<file path="src/rtl/free_list_ctrl.sv">
// Rename-stage physical register free list with branch checkpoints for mispredict recovery.
// Optional macro FREELIST_BYPASS_EN: when the list is empty, a same-cycle release is handed straight to the allocator.
module free_list_ctrl #(
  parameter int PHYS_REGS  = 64,
  parameter int ARCH_REGS  = 32,
  parameter int CKPT_DEPTH = 4
) (
  input  logic                                 clk,
  input  logic                                 rst_n,
  input  logic                                 alloc_req,
  output logic                                 alloc_gnt,
  output logic [$clog2(PHYS_REGS)-1:0]         alloc_preg,
  input  logic                                 free_valid,
  input  logic [$clog2(PHYS_REGS)-1:0]         free_preg,
  input  logic                                 ckpt_req,
  output logic                                 ckpt_ack,
  output logic [$clog2(CKPT_DEPTH)-1:0]        ckpt_id,
  output logic                                 ckpt_full,
  input  logic                                 ckpt_release,
  input  logic                                 flush,
  output logic [$clog2(PHYS_REGS-ARCH_REGS):0] free_count,
  output logic                                 ovf_err
);

  localparam int PW       = $clog2(PHYS_REGS);
  localparam int FL_DEPTH = PHYS_REGS - ARCH_REGS;
  localparam int IW       = $clog2(FL_DEPTH);
  localparam int CW       = $clog2(CKPT_DEPTH);
  localparam int OW       = $clog2(CKPT_DEPTH + 1);

  logic [PW-1:0] fifo [FL_DEPTH];
  logic [IW:0]   slot [CKPT_DEPTH];
  logic [IW:0]   head, tail, head_nxt, count;
  logic [CW-1:0] wr_ptr, rd_ptr;
  logic [OW-1:0] occ;
  logic          empty, full, pop, push, bypass, ckpt_take, ckpt_drop;

  always_comb begin
    count  = tail - head;
    empty  = (count == '0);
    full   = (count == (IW+1)'(FL_DEPTH));
    bypass = 1'b0;
`ifdef FREELIST_BYPASS_EN
    bypass = rst_n & empty & alloc_req & free_valid & ~flush;
`endif
    // A mispredict squashes this cycle's allocation regardless of checkpoint state.
    pop        = rst_n & alloc_req & ~empty & ~flush;
    alloc_gnt  = pop | bypass;
    alloc_preg = bypass ? free_preg : fifo[head[IW-1:0]];
    push       = free_valid & (~full | pop) & ~bypass;
    head_nxt   = head + (IW+1)'(pop);
    ckpt_full  = (occ == OW'(CKPT_DEPTH));
    ckpt_take  = rst_n & ckpt_req & ~ckpt_full & ~flush;
    ckpt_drop  = ckpt_release & (occ != '0);
    ckpt_ack   = ckpt_take;
    ckpt_id    = wr_ptr;
    free_count = count;
  end

  always_ff @(posedge clk or negedge rst_n) begin
    if (!rst_n) begin
      for (int i = 0; i < FL_DEPTH; i++) fifo[i] <= PW'(ARCH_REGS + i);
    end else if (push) begin
      fifo[tail[IW-1:0]] <= free_preg;
    end
  end

  always_ff @(posedge clk or negedge rst_n) begin
    if (!rst_n) begin
      head    <= '0;
      tail    <= (IW+1)'(FL_DEPTH);
      ovf_err <= 1'b0;
    end else begin
      if (flush && occ != '0) head <= slot[rd_ptr];
      else                    head <= head_nxt;
      if (push) tail <= tail + 1'b1;
      if (free_valid && full && !pop) ovf_err <= 1'b1;
    end
  end

  // Slots capture the post-allocation head so a flush rewinds to just after the branch.
  always_ff @(posedge clk or negedge rst_n) begin
    if (!rst_n) begin
      for (int i = 0; i < CKPT_DEPTH; i++) slot[i] <= '0;
      wr_ptr <= '0;
      rd_ptr <= '0;
      occ    <= '0;
    end else if (flush) begin
      wr_ptr <= '0;
      rd_ptr <= '0;
      occ    <= '0;
    end else begin
      if (ckpt_take) begin
        slot[wr_ptr] <= head_nxt;
        wr_ptr       <= wr_ptr + 1'b1;
      end
      if (ckpt_drop) rd_ptr <= rd_ptr + 1'b1;
      occ <= occ + OW'(ckpt_take) - OW'(ckpt_drop);
    end
  end

endmodule

</file>
<file path="config.mk">
export PLATFORM = sky130hd
export DESIGN_NAME = free_list_ctrl
export DESIGN_NICKNAME = d
export VERILOG_FILES = /design/src/rtl/free_list_ctrl.sv
export SDC_FILE = /design/constraint.sdc
export NUM_CORES = 1
export LEC_CHECK = 0
export ABC_AREA = 1
export BUFFER_PORTS_ARGS = -buffer_cell sky130_fd_sc_hd__buf_2
export CAP_MARGIN = 15
export CORE_MARGIN = 10
export CORE_UTILIZATION = 35
export CTS_BUF_LIST = sky130_fd_sc_hd__clkbuf_8 sky130_fd_sc_hd__clkbuf_16
export CTS_CLUSTER_DIAMETER = 100
export DETAILED_ROUTE_END_ITERATION = 12
export GPL_ROUTABILITY_DRIVEN = 0
export PLACE_DENSITY_LB_ADDON = 0.08
export SYNTH_ARGS = -nofsm -noshare
export SYNTH_HDL_FRONTEND = slang
export SYNTH_SLANG_ARGS = --single-unit
</file>
<file path="constraint.sdc">
create_clock -name clk -period 7.6 [get_ports clk]
set_input_delay 1.14 -clock clk [delete_from_list [all_inputs] [get_ports clk]]
set_output_delay 1.14 -clock clk [all_outputs]
set_load 0.01 [all_outputs]
</file>
* After elaboration in Yosys (flattened, before gate mapping)
Cells that the tools add are included.
** Operators by class
- $add $sub $neg :: 7
- Magnitude comparators :: 6
- Equal/unequal tests :: 2
- Multiplexer cells :: 18
- Bitwise logic cells :: 17
- Reductions and logical operators :: 11
** Operator list (count)
- 192-bit bitwise mux :: 1
- 6-bit 2-to-1 mux :: 7
- 6-bit binary-select mux with 5-bit select :: 1
- 6-bit demux with 5-bit select :: 1
- 24-bit bitwise mux :: 1
- 6-bit binary-select mux with 2-bit select :: 1
- 6-bit demux with 2-bit select :: 1
- 6-bit >= comparator, second input constant :: 2
- 5-bit inverter with 6-bit output :: 2
- 1-bit bitwise AND :: 8
- 2-bit 2-to-1 mux :: 4
- 6-bit by 1-bit adder with 6-bit output :: 1
- 6-bit by 1-bit adder with 6-bit output, second input constant :: 1
- 6-bit == test, second input constant :: 1
- 3-bit >= comparator, second input constant :: 2
- 6-bit logical NOT :: 1
- 6-bit by 1-bit < comparator with 1-bit output, second input constant :: 1
- 2-bit inverter with 3-bit output :: 2
- 6-bit subtractor :: 1
- 1-bit logical AND :: 5
- 2-bit by 1-bit adder with 2-bit output, second input constant :: 2
- 1-bit inverter :: 4
- 2-bit nonzero test :: 2
- 3-bit by 1-bit adder with 3-bit output :: 1
- 8 further kinds :: 8
** Storage, ports and cells
- Register bits :: 236
- Bits of input ports :: 13
- Output and inout bits :: 18
- Word-level logic and storage cells :: 103

* Depth between registers and ports, before layout
Gate-level depths: netlist of the first run.
- Depth after elaboration :: 7
- Mapped depth :: 17
- Depth with buffers taken out :: 16

* Least setup slack after synthesis of the first run
No wires, ideal clock.
- Kind :: register to output
- Start point :: register head[2]
- End point :: output alloc_gnt
- Arrival time :: 1935 ps
- Slack :: 4525 ps
- Stages on the path, launching flop included :: 11
- Path through :: dfrtp_1 > clkbuf_1 > inv_1 > clkbuf_1 > ha_1 > nand3_1 > nand2_1 > nand2_1 > nand2_1 > nor2_2 > a31oi_1
** On the way
- Longest elaborated chain between the ends :: 5
** Ends and longest elaborated chain
- from (decl) :: RTL line 33 : logic [IW:0] head, tail, head_nxt, count;
- from (signal assigned) :: RTL line 74 : if (flush && occ != '0) head <= slot[rd_ptr];
- from (signal assigned) :: RTL line 75 : else head <= head_nxt;
- 6-bit subtractor :: RTL line 39 : count = tail - head;
- via free_count[4] :: RTL line 21 : output logic [$clog2(PHYS_REGS-ARCH_REGS):0] free_count,
- 6-bit logical NOT :: RTL line 40 : empty = (count == '0);
- 1-bit inverter :: RTL line 47 : pop = rst_n & alloc_req & ~empty & ~flush;
- 1-bit bitwise AND (2 in a row) :: RTL line 47
- to (decl) :: RTL line 11 : output logic alloc_gnt,
The timed path passes the listed nets, and every way through them passes these cells.

* Final worst setup path of the first run
- Start point :: register head[0]
- End point :: output alloc_preg[4]
** On the way
- Longest elaborated chain between the ends :: 4
** Ends and longest elaborated chain
- 5-bit inverter with 6-bit output (implied by the code) :: RTL line 49 : alloc_preg = bypass ? free_preg : fifo[head[IW-1:0]];
- 6-bit binary-select mux with 5-bit select :: RTL line 49
- 6-bit 2-to-1 mux (implied by the code) (2 in a row) :: RTL line 49
- to (decl) :: RTL line 12 : output logic [$clog2(PHYS_REGS)-1:0] alloc_preg,
No other way between the ends. The select of a mux whose other input is x is not followed.

==> metrics, run 1 <==
die width=approximately 210 microns; Die Ht=about 210 microns; crit path max-delay cell type=buf_4; Crit. End Element=output port; post-synthesis instance area=around 13000 sq um; highest-count cells in the layout ignoring fill and taps=538 x nand2_1, 200 x nand4_1, 140 x nor2_1, 122 x o21ai_0, 121 x dfrtp_1; PostCTS Resize Cnt=0; CTS buffer count=30; final total power=6.05 mW; Reg2Reg Setup Slack=approximately 3.6 ns; FMAX=approximately 220 MHz; initial core utilization=35.5%; sequential area share after synthesis=between 40% and 50%; Critical Path RT=around 6.5 ns; CTS H-Tree Depth=1; top post-synthesis cells by area=dfrtp_1 24%, dfstp_2 23%, nand2_1 16%; share of the synthesized area in the top cell type=about a quarter; IO buf count=30; Core ar.=36600 sq um; n_diodes=0; IO Pins=31; Post-Synth Adder-Cell Area=roughly 2%; Worst Reg-to-Reg Cells=11; DRC=0; Hold Slack=roughly 0.46 ns; Leakage=6.58 nW; final number of setup-violating endpoints=0; CP Max Fanout=63; largest net degree at the start of global routing=108; Post-Syn Nets=1636; post-synth top area cell=dfrtp_1; Buf+Inv Stages, Crit Path=5; hold crit path type=flip-flop to flip-flop; CTS tree=yes; routed wire length=42.0 mm; worst skew pair latency=about 0.57 ns; Simple-Gate Fraction of Synth Area=between 30 and 40%; warnings from Yosys=0; nets=1600; Power Density=422 nW/um^2; Top delay family on crit path=buffers and inverters; drt pass-1 iters=5; Reg2Reg Launch Point=head[2]; hold worst-path end=fifo[33]; crit path kind=flip-flop to output port; Clock Sinks=between 200 and 250; post-DP HPWL=about 25 mm; initial antenna violation count=0; vias=around 11000; Layout fillers=between 3000 and 4000; first-pass GRT wire length=66.5 mm; outcome=complete, no violations; post-synthesis compound-gate area fraction=8.42%; GR Util All Layers=18.6%; min Tclk post-route=around 4.6 ns; mux contribution to synthesized area=0%; critical path arrival=about 3.5 ns; Worst R2R End=fifo[43]; commonest non-fill, non-tap cell in the layout=nand2_1; RSZ-0062 raised after global routing=false; Avg WL per Cell=between 20 and 25 microns; Max Root-Sink Buffers=3; largest family of logic cells by synthesized area=simple AND/OR/NAND/NOR gates; synth unique cells=31; VDD IR max=around 0.25 mV; Max Cap Viol=0; Worst-Margin Slew=around 1.1 ns; crit path launch type=flip-flop; final hold violations=0; Post-Route Setup TNS=0 ns; number of nets with antenna violations after routing=0; area growth from synthesis to layout=10.4%; Cell Rows=70; Slew Limit Fails=0; DR iter-0 viols=823; CTS clock-pin slew for the worst setup and hold paths=about 0.060 ns; Setup Fix Bufs, Post-CTS=0; final worst path period share=61.0%; Rel. slew slack=around a quarter; hold buffers post-CTS=0; WHS Path Cells=2; syn avg cell area=just over 8 sq um; Root Driver=clkbuf_16; vias in the first global route=roughly 11000; CP max stage delay=~0.63 ns; share of cells above drive strength 1=between 15 and 20%; Clock Skew=between 0.015 and 0.02 ns; Hold Path Origin=fifo[33]; gate count after technology mapping=between 1500 and 2000; Synth Area in XOR/XNOR=less than 1%; grt total ovfl=0; die area=45200 sq um; Vias/cell=approximately 5.5; #FFs+latches synth=~240; cells along the critical path=buf_4 -> inv_2 -> buf_4 -> o21ai_0 -> o221ai_1 -> nand3_1 -> nand2_1 -> nand2_1 -> inv_1 -> buf_2
-- how the worst max path moves through the flow --
stage,start,endpoint,slack [ns],depth (start not counted)
after floorplan,head[2],alloc_gnt,4.52,10
after global placement,head[0],alloc_preg[4],3.62,10
after detailed placement,head[2],fifo[100],3.51,12
after CTS,head[0],alloc_preg[4],3.00,10
after global routing,head[0],alloc_preg[0],2.75,10
final,head[0],alloc_preg[4],2.97,10
-- tightest hold or removal path: cells and delay by family (launching register included) --
kind / cells / cell delay [ns]
AND/OR/NAND/NOR: 2 / 0.09
flip-flops: 1 / 0.37
-- power breakdown --
group | internal, mW | total, mW | switching, mW
Clock | 0.973 | 1.55 | 0.576
Sequential | 1.83 | 2.15 | 0.318
Combinational | 0.707 | 2.35 | 1.65
Total | 3.51 | 6.05 | 2.54
-- cell families (layout without fill, tap and decap cells) --
logic type,Yosys count,count (layout)
AND/OR/NAND/NOR,970,970
flip-flops,236,236
buffers and inverters,176,164
XOR/XNOR,8,8
adder cells (fa/ha/maj),19,19
AO/OA/AOI/OAI,195,195
-- synth_stat cells --
cell      number
a21oi_1       24
buf_6         24
nor2_1       140
dfrtp_1      123
buf_4          1
nand3_4       31
xnor2_1        2
nand3_1       52
nand2_1      538
ha_1          17
o221ai_1      12
a31oi_1        2
o211ai_1      12
clkinv_1       3
buf_2         16
nor2_2         3
nand4_1      200
o22ai_1       17
nor3_1         2
inv_2          1
nand3_2        2
fa_1           2
buf_1         25
xor2_1         6
dfstp_2      113
o31ai_1        5
clkbuf_1      47
o21bai_2       1
nand2_2        2
inv_1         59
o21ai_0      122
-- layer usage --
layer	vias up	global-route usage, %	wire length [microns]	share of wire (%)
met4	0	4.75	1010	2.4
li1	5410	-	-	-
met2	276	28.2	18500	44
met1	5477	26.8	20300	48
met5	-	0	0	0
met3	71	3.21	2140	5.1
-- sequential cells by signal, indices dropped and copies added (netlist names) --
| signal | count |
|---|---|
| fifo | 192 |
| slot | 24 |
| head | 6 |
| tail | 6 |
| occ | 3 |
| ckpt_id | 2 |
| rd_ptr | 2 |
| ovf_err | 1 |
-- through the flow --
stage          utilization (%)  instance area, sq um  setup slack [ns]  instances
4_1_cts                   39.2                 14300              3.00       2060
3_3_place_gp              36.2                 13200              3.62       2004
3_5_place_dp              36.2                 13200              3.51       2004
6_report                  39.2                 14300              2.97       2060
2_1_floorplan                -                 13000              4.52       1604
5_1_grt                   39.2                 14300              2.75       2060
-- final cells by class --
type / instances / area [sq um] / area share, %
Multi-Input combinational cell: 1192 / 6080 / 42.4
Sequential cell: 236 / 6050 / 42.2
Clock buffer: 45 / 968 / 6.75
Tap cell: 468 / 586 / 4.08
Timing Repair Buffer: 45 / 294 / 2.05
Inverter: 63 / 236 / 1.65
Clock inverter: 11 / 131 / 0.916
Note: power is estimated with default switching activity, not from simulation.
==> run 2, diff against run 1 <==
==> constraint.sdc (replaced) <==
create_clock -name clk -period 4 [get_ports clk]
set_input_delay 0.6 -clock clk [delete_from_list [all_inputs] [get_ports clk]]
set_output_delay 0.6 -clock clk [all_outputs]
set_load 0.01 [all_outputs]
==> run 2 against run 1 <==
Net effect:
- design area up 0.66%
- cell count up 0.39%
- register-to-register slack lost 2.8 ns
- hold slack worse by 0.18 ns
- routed wire length up 0.32%
- die area is the same
- highest routed layer unchanged
- clock power is 80% higher
- critical endpoint is now alloc_preg[0]
- sequential power is 87% higher
- first-iteration DRC count decreased by 3.2%
- via count fell by 0.80%
- non-clock buffer count is 10 higher
- largest power group unchanged
- core utilization rose by 0.26 points
==> metrics, run 2 (synthesized netlist as in run 1, its figures left out) <==
outcome=complete, no violations; most used cell, CP=nand2_1; Core ar.=36600 sq um; crit path launch type=flip-flop; CP max stage delay=about 0.60 ns; Clock Skew=~0.0090 ns; Critical Path RT=between 3 and 4 ns; Cell Rows=70; Buf+Inv Stages, Crit Path=4; CP Max Fanout=30; Top delay family on crit path=buffers and inverters; vias in the first global route=around 11000; VDD IR max=about 0.44 mV; PostCTS Resize Cnt=0; Worst-Margin Slew=around 1.0 ns; Leakage=6.64 nW; routed wire length=roughly 42 mm; Avg WL per Cell=around 20 microns; Power Density=between 700 and 800 nW/um^2; Reg2Reg Launch Point=head[1]; first-pass GRT wire length=a little under 70 mm; hold buffers post-CTS=1; number of flip-flops in the largest register=approximately 190; RSZ-0062 raised after global routing=false; largest net degree at the start of global routing=~100; worst skew pair latency=between 0.5 and 0.6 ns; min Tclk post-route=3.59 ns; die width=213 microns; initial antenna violation count=0; Worst R2R End=slot[17]; Rel. slew slack=between 30% and 40%; CTS clock-pin slew for the worst setup and hold paths=roughly 0.060 ns; critical path arrival=between 2 and 3 ns; Hold Path Origin=flush; number of nets with antenna violations after routing=0; initial core utilization=between 30% and 40%; Setup Fix Bufs, Post-CTS=0; Vias/cell=5.39; Top reg by flops=fifo; post-DP HPWL=~26 mm; Crit. End Element=output port; Reg2Reg Setup Slack=0.74 ns; hold worst-path end=occ[1]; final total power=about 11 mW; crit path max-delay cell type=dfrtp_2; DRC=0; share of cells above drive strength 1=roughly 16%; vias=around 11000; grt total ovfl=0; final worst path period share=89.7%; Worst Reg-to-Reg Cells=14; Clock Sinks=between 200 and 250; WHS Path Cells=2; Max Root-Sink Buffers=3; GR Util All Layers=about a fifth; highest-count cells in the layout ignoring fill and taps=538 x nand2_1, 200 x nand4_1, 140 x nor2_1, 122 x o21ai_0, 121 x dfrtp_1; IO Pins=31; DR iter-0 viols=~800; nets=around 1600; Die Ht=approximately 210 microns; final number of setup-violating endpoints=0; cells along the critical path=inv_1 -> buf_4 -> nand3_1 -> nand3_1 -> nand2_1 -> a21oi_1 -> nand2_1 -> nand2_1 -> inv_1 -> buf_2; Slew Limit Fails=0; IO buf count=30; FMAX=about 280 MHz; drt pass-1 iters=6; CTS tree=yes; final hold violations=0; crit path kind=flip-flop to output port; commonest non-fill, non-tap cell in the layout=nand2_1; area growth from synthesis to layout=11.2%; n_diodes=0; CTS H-Tree Depth=1; die area=45200 sq um; top flop regs=fifo x192, slot x24; Root Driver=clkbuf_16; Post-Route Setup TNS=0 ns; hold crit path type=primary input to flip-flop; CTS buffer count=29; Max Cap Viol=0
run 2: cell count changes in the layout (fill, tap and decap cells not counted), sizes merged:
cell / previous run / this run
inv: 64 / 68
buf: 44 / 53
clkinvlp: 1 / 0
dlygate4sd3: 0 / 1
clkbuf: 46 / 41
run 2: metrics by stage:
| stage | utilization (%) | instances | hold slack, ns | setup slack [ns] | cell area, sq um |
|---|---|---|---|---|---|
| after floorplan | - | 1604 | 0.304 | 1.03 | 13000 |
| after global placement | 36.6 | 2013 | 0.449 | 0.848 | 13400 |
| after detailed placement | 36.6 | 2013 | 0.452 | 0.759 | 13400 |
| after CTS | 39.4 | 2068 | 0.253 | 0.379 | 14400 |
| after global routing | 39.4 | 2068 | 0.276 | 0.242 | 14400 |
| final | 39.4 | 2068 | 0.280 | 0.414 | 14400 |
run 2: power by group:
part / switching (mW) / internal [mW] / total (mW) / leakage (nW)
Clock: 1.08 / 1.71 / 2.79 / 0.532
Sequential: 0.552 / 3.48 / 4.03 / 2.78
Combinational: 3.22 / 1.42 / 4.65 / 3.32
run 2: worst max-delay path by stage:
stage / startpoint / cells after the start / slack [ns] / endpoint
global placement: head[1] / 12 / 0.85 / fifo[95]
detailed placement: head[1] / 14 / 0.76 / slot[17]
floorplan: head[2] / 16 / 1.03 / head[5]
global route: head[1] / 9 / 0.24 / alloc_preg[2]
CTS: head[1] / 9 / 0.38 / alloc_preg[3]
finish: head[1] / 10 / 0.41 / alloc_preg[0]
run 2: per-layer routing:
metal | GRT usage [%] | vias up | part of all wire, %
met5 | 0 | - | 0
met4 | 5.17 | 0 | 2.6
met3 | 2.61 | 57 | 4.3
met2 | 28.5 | 236 | 45
met1 | 27.4 | 5418 | 49
li1 | - | 5433 | -
run 2: worst register-to-register path, cell delays in order, from the launching register on:
cell and delay, ns:
dfrtp_2 0.69, inv_1 0.34, ha_1 0.40, nand2_1 0.06, nor2_1 0.10, nand2_1 0.07, nand3_1 0.06, nand2_1 0.07
a31oi_1 0.24, ha_1 0.21, nand3_1 0.12, nor3_1 0.21, xor2_1 0.40, nand2_1 0.09, o21ai_0 0.10
run 2: layout make-up:
| type | instances | area (sq um) |
|---|---|---|
| clock buffer | 40 | 877 |
| sequential | 236 | 6050 |
| fill | 3803 | 22200 |
| tap | 468 | 586 |
| multi-input combinational | 1192 | 6080 |
| timing repair buffer | 55 | 472 |
| clock inverter | 14 | 140 |
| inverter | 63 | 236 |
